==> config.mk <==
export PLATFORM = sky130hd
export DESIGN_NAME = ps2_receive_flat
export DESIGN_NICKNAME = d
export VERILOG_FILES = /design/src/rtl/ps2_pkg.sv /design/src/rtl/ps2_receive_if.sv /design/src/rtl/ps2_clk_filter.sv /design/src/rtl/ps2_receive.sv /design/src/flat_wrapper.sv
export SDC_FILE = /design/constraint.sdc
export NUM_CORES = 1
export LEC_CHECK = 0
export ABC_AREA = 1
export CAP_MARGIN = 0
export CORE_AREA = 2 2 81 83
export CTS_BUF_LIST = sky130_fd_sc_hd__clkbuf_2
export CTS_CLUSTER_SIZE = 20
export DETAILED_ROUTE_END_ITERATION = 8
export DIE_AREA = 0 0 83 85
export GPL_ROUTABILITY_DRIVEN = 0
export PLACE_DENSITY = 0.75
export SLEW_MARGIN = 0
export SYNTH_ARGS = -nofsm -noshare
export SYNTH_HDL_FRONTEND = slang
export SYNTH_HIERARCHICAL = 1
export SYNTH_SLANG_ARGS = --single-unit
==> constraint.sdc <==
create_clock -name qzt_clk -period 1.35 [get_ports qzt_clk]
set_clock_uncertainty 0.05 [all_clocks]
set_input_delay 0.27 -clock qzt_clk [delete_from_list [all_inputs] [get_ports qzt_clk]]
set_output_delay 0.27 -clock qzt_clk [all_outputs]
set_load 0.02 [all_outputs]
==> src/rtl/ps2_pkg.sv <==
// Shared PS/2 definitions: frame geometry, receiver state codes (also the LED
// status codes) and the host/device command bytes used with PS2_send.
package ps2_pkg;

    localparam int PS2_FRAME_BITS = 11;
    localparam int PS2_DATA_W     = 8;

    localparam logic [7:0] PS2_CMD_RESET  = 8'hFF;
    localparam logic [7:0] PS2_CMD_ENABLE = 8'hF4;
    localparam logic [7:0] PS2_RSP_ACK    = 8'hFA;
    localparam logic [7:0] PS2_RSP_BAT    = 8'hAA;

    typedef enum logic [3:0] {
        ST_IDLE   = 4'd0,
        ST_DATA   = 4'd1,
        ST_PARITY = 4'd2,
        ST_STOP   = 4'd3,
        ST_DONE   = 4'd4
    } ps2_state_e;

    // Odd parity: the data bits plus the parity bit must hold an odd number of ones.
    function automatic logic odd_parity_ok(input logic [PS2_DATA_W-1:0] d, input logic p);
        return ^{d, p};
    endfunction

endpackage

==> src/rtl/ps2_receive_if.sv <==
// Result bundle of the PS/2 receiver: received byte, strobes, error flags and debug status.
interface ps2_receive_if;
    import ps2_pkg::*;

    logic [PS2_DATA_W-1:0] data;
    logic                  valid;
    logic                  err_parity;
    logic                  err_frame;
    logic                  err_timeout;
    logic                  busy;
    logic [3:0]            status;

    modport master (
        output data, valid, err_parity, err_frame, err_timeout, busy, status
    );

    modport slave (
        input data, valid, err_parity, err_frame, err_timeout, busy, status
    );

endinterface

==> src/rtl/ps2_clk_filter.sv <==
// PS2C conditioning: 2-FF synchronizer, FILTER_LEN-sample debounce and a
// one-cycle strobe on each filtered 1->0 transition.
module ps2_clk_filter #(
    parameter int FILTER_LEN = 8
) (
    input  logic qzt_clk,
    input  logic rst_n,
    input  logic in,
    output logic level,
    output logic fall
);

    logic [1:0] sync;
    logic [7:0] cnt;

    // cnt counts consecutive synchronized samples that disagree with level.
    always_ff @(posedge qzt_clk or negedge rst_n) begin
        if (!rst_n) begin
            sync  <= 2'b11;
            level <= 1'b1;
            cnt   <= 8'd0;
            fall  <= 1'b0;
        end else begin
            sync <= {sync[0], in};
            fall <= 1'b0;
            if (sync[1] != level) begin
                if (cnt == 8'(FILTER_LEN - 1)) begin
                    level <= sync[1];
                    cnt   <= 8'd0;
                    fall  <= level;
                end else begin
                    cnt <= cnt + 8'd1;
                end
            end else begin
                cnt <= 8'd0;
            end
        end
    end

endmodule

==> src/rtl/ps2_receive.sv <==
// Device-to-host PS/2 frame receiver: start, 8 data bits LSB first, odd
// parity, stop; reports each byte or error with registered one-cycle pulses.
module ps2_receive
    import ps2_pkg::*;
#(
    parameter int FILTER_LEN  = 8,
    parameter int TIMEOUT_CYC = 100_000,
    parameter int DATA_W      = 8
) (
    input  logic          qzt_clk,
    input  logic          rst_n,
    input  logic          enable,
    input  logic          PS2C,
    input  logic          PS2D,
    ps2_receive_if.master rx
);

    localparam int          BW       = $clog2(DATA_W);
    localparam logic [19:0] TMO_LAST = 20'(TIMEOUT_CYC - 1);

    ps2_state_e        state, state_nx;
    logic [1:0]        d_sync;
    logic              d_s;
    logic              clk_level;
    logic              fall;
    logic [BW-1:0]     bit_cnt;
    logic [DATA_W-1:0] shreg;
    logic              par_bit;
    logic              stop_bit;
    logic [19:0]       tmo_cnt;
    logic              in_frame;
    logic              tmo_hit;
    logic              par_ok;

    logic [DATA_W-1:0] data_q;
    logic              valid_q, err_par_q, err_frm_q, err_tmo_q;

    ps2_clk_filter #(.FILTER_LEN(FILTER_LEN)) u_clk_filter (
        .qzt_clk (qzt_clk),
        .rst_n   (rst_n),
        .in      (PS2C),
        .level   (clk_level),
        .fall    (fall)
    );

    always_ff @(posedge qzt_clk or negedge rst_n) begin
        if (!rst_n) d_sync <= 2'b11;
        else        d_sync <= {d_sync[0], PS2D};
    end
    assign d_s = d_sync[1];

    assign in_frame = (state == ST_DATA) || (state == ST_PARITY) || (state == ST_STOP);
    // A strobe in the same cycle as the limit still counts as a live bit.
    assign tmo_hit  = enable && in_frame && !fall && (tmo_cnt == TMO_LAST);
    assign par_ok   = odd_parity_ok(shreg, par_bit);

    always_ff @(posedge qzt_clk or negedge rst_n) begin
        if (!rst_n) state <= ST_IDLE;
        else        state <= state_nx;
    end

    always_comb begin
        state_nx = state;
        if (!enable) begin
            state_nx = ST_IDLE;
        end else if (tmo_hit) begin
            state_nx = ST_IDLE;
        end else begin
            case (state)
                ST_IDLE:   if (fall && !d_s) state_nx = ST_DATA;
                ST_DATA:   if (fall && bit_cnt == BW'(DATA_W - 1)) state_nx = ST_PARITY;
                ST_PARITY: if (fall) state_nx = ST_STOP;
                ST_STOP:   if (fall) state_nx = ST_DONE;
                ST_DONE:   state_nx = ST_IDLE;
                default:   state_nx = ST_IDLE;
            endcase
        end
    end

    always_ff @(posedge qzt_clk or negedge rst_n) begin
        if (!rst_n) begin
            bit_cnt   <= '0;
            shreg     <= '0;
            par_bit   <= 1'b0;
            stop_bit  <= 1'b0;
            tmo_cnt   <= 20'd0;
            data_q    <= '0;
            valid_q   <= 1'b0;
            err_par_q <= 1'b0;
            err_frm_q <= 1'b0;
            err_tmo_q <= 1'b0;
        end else begin
            valid_q   <= 1'b0;
            err_par_q <= 1'b0;
            err_frm_q <= 1'b0;
            err_tmo_q <= 1'b0;
            if (!enable) begin
                bit_cnt <= '0;
                tmo_cnt <= 20'd0;
            end else begin
                if (fall || !in_frame || tmo_hit) tmo_cnt <= 20'd0;
                else                              tmo_cnt <= tmo_cnt + 20'd1;

                if (tmo_hit) begin
                    shreg     <= '0;
                    bit_cnt   <= '0;
                    err_tmo_q <= 1'b1;
                end else if (fall) begin
                    case (state)
                        ST_IDLE: begin
                            bit_cnt <= '0;
                            shreg   <= '0;
                        end
                        ST_DATA: begin
                            shreg   <= {d_s, shreg[DATA_W-1:1]};
                            bit_cnt <= bit_cnt + BW'(1);
                        end
                        ST_PARITY: par_bit  <= d_s;
                        ST_STOP:   stop_bit <= d_s;
                        default: ;
                    endcase
                end

                if (state == ST_DONE) begin
                    if (par_ok && stop_bit) data_q <= shreg;
                    valid_q   <= par_ok && stop_bit;
                    err_par_q <= !par_ok;
                    err_frm_q <= !stop_bit;
                end
            end
        end
    end

    assign rx.data        = data_q;
    assign rx.valid       = valid_q;
    assign rx.err_parity  = err_par_q;
    assign rx.err_frame   = err_frm_q;
    assign rx.err_timeout = err_tmo_q;
    assign rx.busy        = (state != ST_IDLE);
    assign rx.status      = state;

endmodule

==> src/flat_wrapper.sv <==
// flat-port wrapper written by rule: the top's interface ports become plain ports
module ps2_receive_flat import ps2_pkg::*;
#(
    parameter int FILTER_LEN  = 8,
    parameter int TIMEOUT_CYC = 100_000,
    parameter int DATA_W      = 8
)
  (qzt_clk, rst_n, enable, PS2C, PS2D, rx_data, rx_valid, rx_err_parity, rx_err_frame, rx_err_timeout, rx_busy, rx_status);
  ps2_receive_if rx_i ();
  input  logic qzt_clk;
  input  logic rst_n;
  input  logic enable;
  input  logic PS2C;
  input  logic PS2D;
  output wire logic [$bits(rx_i.data)-1:0] rx_data;
  output wire logic [$bits(rx_i.valid)-1:0] rx_valid;
  output wire logic [$bits(rx_i.err_parity)-1:0] rx_err_parity;
  output wire logic [$bits(rx_i.err_frame)-1:0] rx_err_frame;
  output wire logic [$bits(rx_i.err_timeout)-1:0] rx_err_timeout;
  output wire logic [$bits(rx_i.busy)-1:0] rx_busy;
  output wire logic [$bits(rx_i.status)-1:0] rx_status;
  assign rx_data = rx_i.data;
  assign rx_valid = rx_i.valid;
  assign rx_err_parity = rx_i.err_parity;
  assign rx_err_frame = rx_i.err_frame;
  assign rx_err_timeout = rx_i.err_timeout;
  assign rx_busy = rx_i.busy;
  assign rx_status = rx_i.status;
  ps2_receive #(.FILTER_LEN(FILTER_LEN), .TIMEOUT_CYC(TIMEOUT_CYC), .DATA_W(DATA_W)) u_core (.qzt_clk(qzt_clk), .rst_n(rst_n), .enable(enable), .PS2C(PS2C), .PS2D(PS2D), .rx(rx_i));
endmodule
==> metrics <==
CP Max Fanout=3; top cells by area, synth=dfrtp_1, nand2_1, nor2_1, inv_1, nand3_1; Worst Hold Class=input port to register; Clock Tree Buf Depth=2; initial drt markers=394; first-pass GRT wire length=15.5 mm; Die Height=85 um; Tmin final=1.90 ns; PnR worst setup slack=-0.550 ns; Core ar.=6200 um2; CTS buffer count=9; highest achievable clock rate=526 MHz; critical path's top delay family=simple AND/OR/NAND/NOR gates; Die Width=83 um; Clock Latency Late Sink=0.55 ns; pwr dens=876 nW/um2; CP Buf/Inv Count=2; period utilization=1.41; total gr overflow=0; Residual DRC=0; FF-to-FF Start=u_core/tmo_cnt[0]; setup_tns=-20.29 ns; slowest stage delay, CP=0.45 ns; Vias/cell=5.72; RR Endpoint=u_core/tmo_cnt[18]; Worst VDD drop=1.08 mV; Crit Path Class=register to register; dpl ws=-0.385 ns; DRT Pass-1 Iters=5; largest net degree at the start of global routing=63; Syn Area/Cell=7.76 um2; # diodes=0; Leak=2.49 nW; synthesis-to-layout area growth=58.0%; CP max stage cell=dfrtp_1; via count=3629; Final HPWL DP=5.14 mm; GRT Util Overall=0.273; initial antenna violation count=0; row count=29; Reg clk slew, reported paths=0.20 ns; max-cap viol count=0; H-tree levels=3; proportion of layout cells with a drive suffix above 1=0.492; status=complete, but fails checks; root buffer cell=clkbuf_2; final setup fails=64; Synth top area share=0.436; Yosys reg bits=62; Sink Count=62; Mapped Cells=422; # nets final=561; routed len/inst=18.4 um; Hold EP=u_core/d_sync[0]; Setup crit start kind=register; post-synth net total=431; synth cell count leaders=nand2_1, nor2_1, inv_1, dfrtp_1, nand3_1; ys flop type=dfrtp_1; initial cell density of the core=0.528; Slew Limit Fails=0; worst-case reg-to-reg path depth=12; reg-to-reg slack, setup=-0.55 ns; most frequent cell after synthesis=nand2_1; IO Count=22; worst path cell trace=ha_4 -> nand2_4 -> nor2_4 -> buf_6 -> inv_4 -> nor2_4 -> nand3b_4 -> nor2_4 -> nand2_1 -> nand2_1 -> nand2_1 -> nor2_2; Seq/Total Area, Yosys=0.476; Hold Path Depth=1; crit path DAT=2.34 ns; cell accounting for the most synthesized area=dfrtp_1; Netlist cell types=31; Async S/R FF share, synth=1.00; Tot Pwr=0.00453 W; Post-Route WL=11.7 mm; Cell Area, Synth=3270 um2; critical path required time=1.79 ns; min-delay src=PS2D; Worst setup EP type=register; full die area=7060 um2; RSZ-0062 raised after global routing=yes; DRT antenna net count=0; vias in the first global route=3316; CTS tree=done; number of synthesized flops with an enable pin=0; failing checks=setup timing; synthesis warning total=6; Hold Fails Final Rpt=0; Filler cells=304; port bufs=20; CP Depth=12
-- cells in the final DEF (no fill, tap or decap), types with 3 or more instances in the layout --
cell type and instances:
ha_1 3, clkinvlp_4 3, inv_1 52, nand2_4 11
nand3_1 15, o21ai_0 4, clkinv_2 3, clkdlybuf4s50_1 3
nand2_1 72, inv_2 7, nand3_4 8, nand4_1 15
o21ai_1 3, nand3_2 13, nand2_8 3, buf_4 81
nor2_1 38, clkbuf_2 9, dfrtp_2 5, dfstp_2 5
nand2_2 30, xor2_1 10, xnor2_1 3, buf_6 34
nor2_4 17, nor3_2 6, nor3_1 6, nor2_2 18
dfrtp_1 52
-- final cells by class --
type                       count  area (um2)  area share
timing repair buffer         126        1170       0.227
clock buffer                   9        45.0     0.00871
sequential                    62        1560       0.303
multi-input combinational    292        2020       0.390
tap                           77        96.3      0.0186
clock inverter                 7        41.3     0.00799
inverter                      61         236      0.0457
-- per-stage QoR --
| step | utilization | cell area [um2] | instances | hold WS [ns] |
|---|---|---|---|---|
| after floorplan | - | 3340 | 422 | -0.0756 |
| after global placement | 0.656 | 4070 | 575 | 0.255 |
| after CTS | 0.752 | 4660 | 615 | 0.0912 |
| after global routing | 0.833 | 5170 | 634 | 0.0527 |
| after detailed placement | 0.656 | 4070 | 575 | 0.251 |
| final | 0.833 | 5170 | 634 | 0.0469 |
-- what timing repair did --
item / in CTS / in global routing
cloned: 3 / 1
endpoints found under the setup margin: 64 / 66
buffers inserted: 24 / 23
endpoints found under the hold margin: 62 / 0
pin swaps: 32 / 41
gates resized for setup: 169 / 91
hold buffers: 1 / 0
-- cells by family (layout without fill, tap and decap cells) --
family	Yosys count	count (layout)	share of synthesized area
and+or+nand+nor	257	258	0.355
buffers and inverters	69	203	0.0898
DFF	62	62	0.476
xor gates and xnor gates	16	16	0.0428
AOI/OAI and AO/OA	13	13	0.0199
adders and majority gates	4	4	0.0153
other	1	1	0.00115
-- layer usage --
metal	GRT usage	part of all wire
met5	0	0
met3	0.0477	0.073
met4	0.124	0.055
met2	0.463	0.49
met1	0.344	0.38
-- power by group --
part           switching (W)  internal [W]
registers          0.0000934       0.00196
logic               0.000798      0.000686
clock network       0.000766      0.000223
-- worst max path at each step --
stage          slack (ns)                 end           startpoint
2_1_floorplan       -0.13  u_core/tmo_cnt[14]    u_core/tmo_cnt[0]
3_5_place_dp        -0.39   u_core/tmo_cnt[5]               enable
4_1_cts             -0.43             rx_busy  u_core/rx.status[1]
3_3_place_gp        -0.33  u_core/tmo_cnt[14]               enable
6_report            -0.55  u_core/tmo_cnt[18]    u_core/tmo_cnt[0]
5_1_grt             -0.60  u_core/tmo_cnt[18]    u_core/tmo_cnt[0]
-- flip-flops by register name, summed over array words and instances, names as in the netlist --
name / cells
u_core/bit_cnt: 3
u_core/rx.err_parity: 1
u_core/d_sync: 2
u_core/u_clk_filter/cnt: 8
u_core/u_clk_filter/fall: 1
u_core/rx.err_frame: 1
u_core/shreg: 8
u_core/u_clk_filter/level: 1
u_core/rx.data: 8
u_core/rx.err_timeout: 1
u_core/par_bit: 1
u_core/stop_bit: 1
u_core/tmo_cnt: 20
u_core/rx.status: 3
u_core/u_clk_filter/sync: 2
u_core/rx.valid: 1
Power figures use the tool's default switching activity.
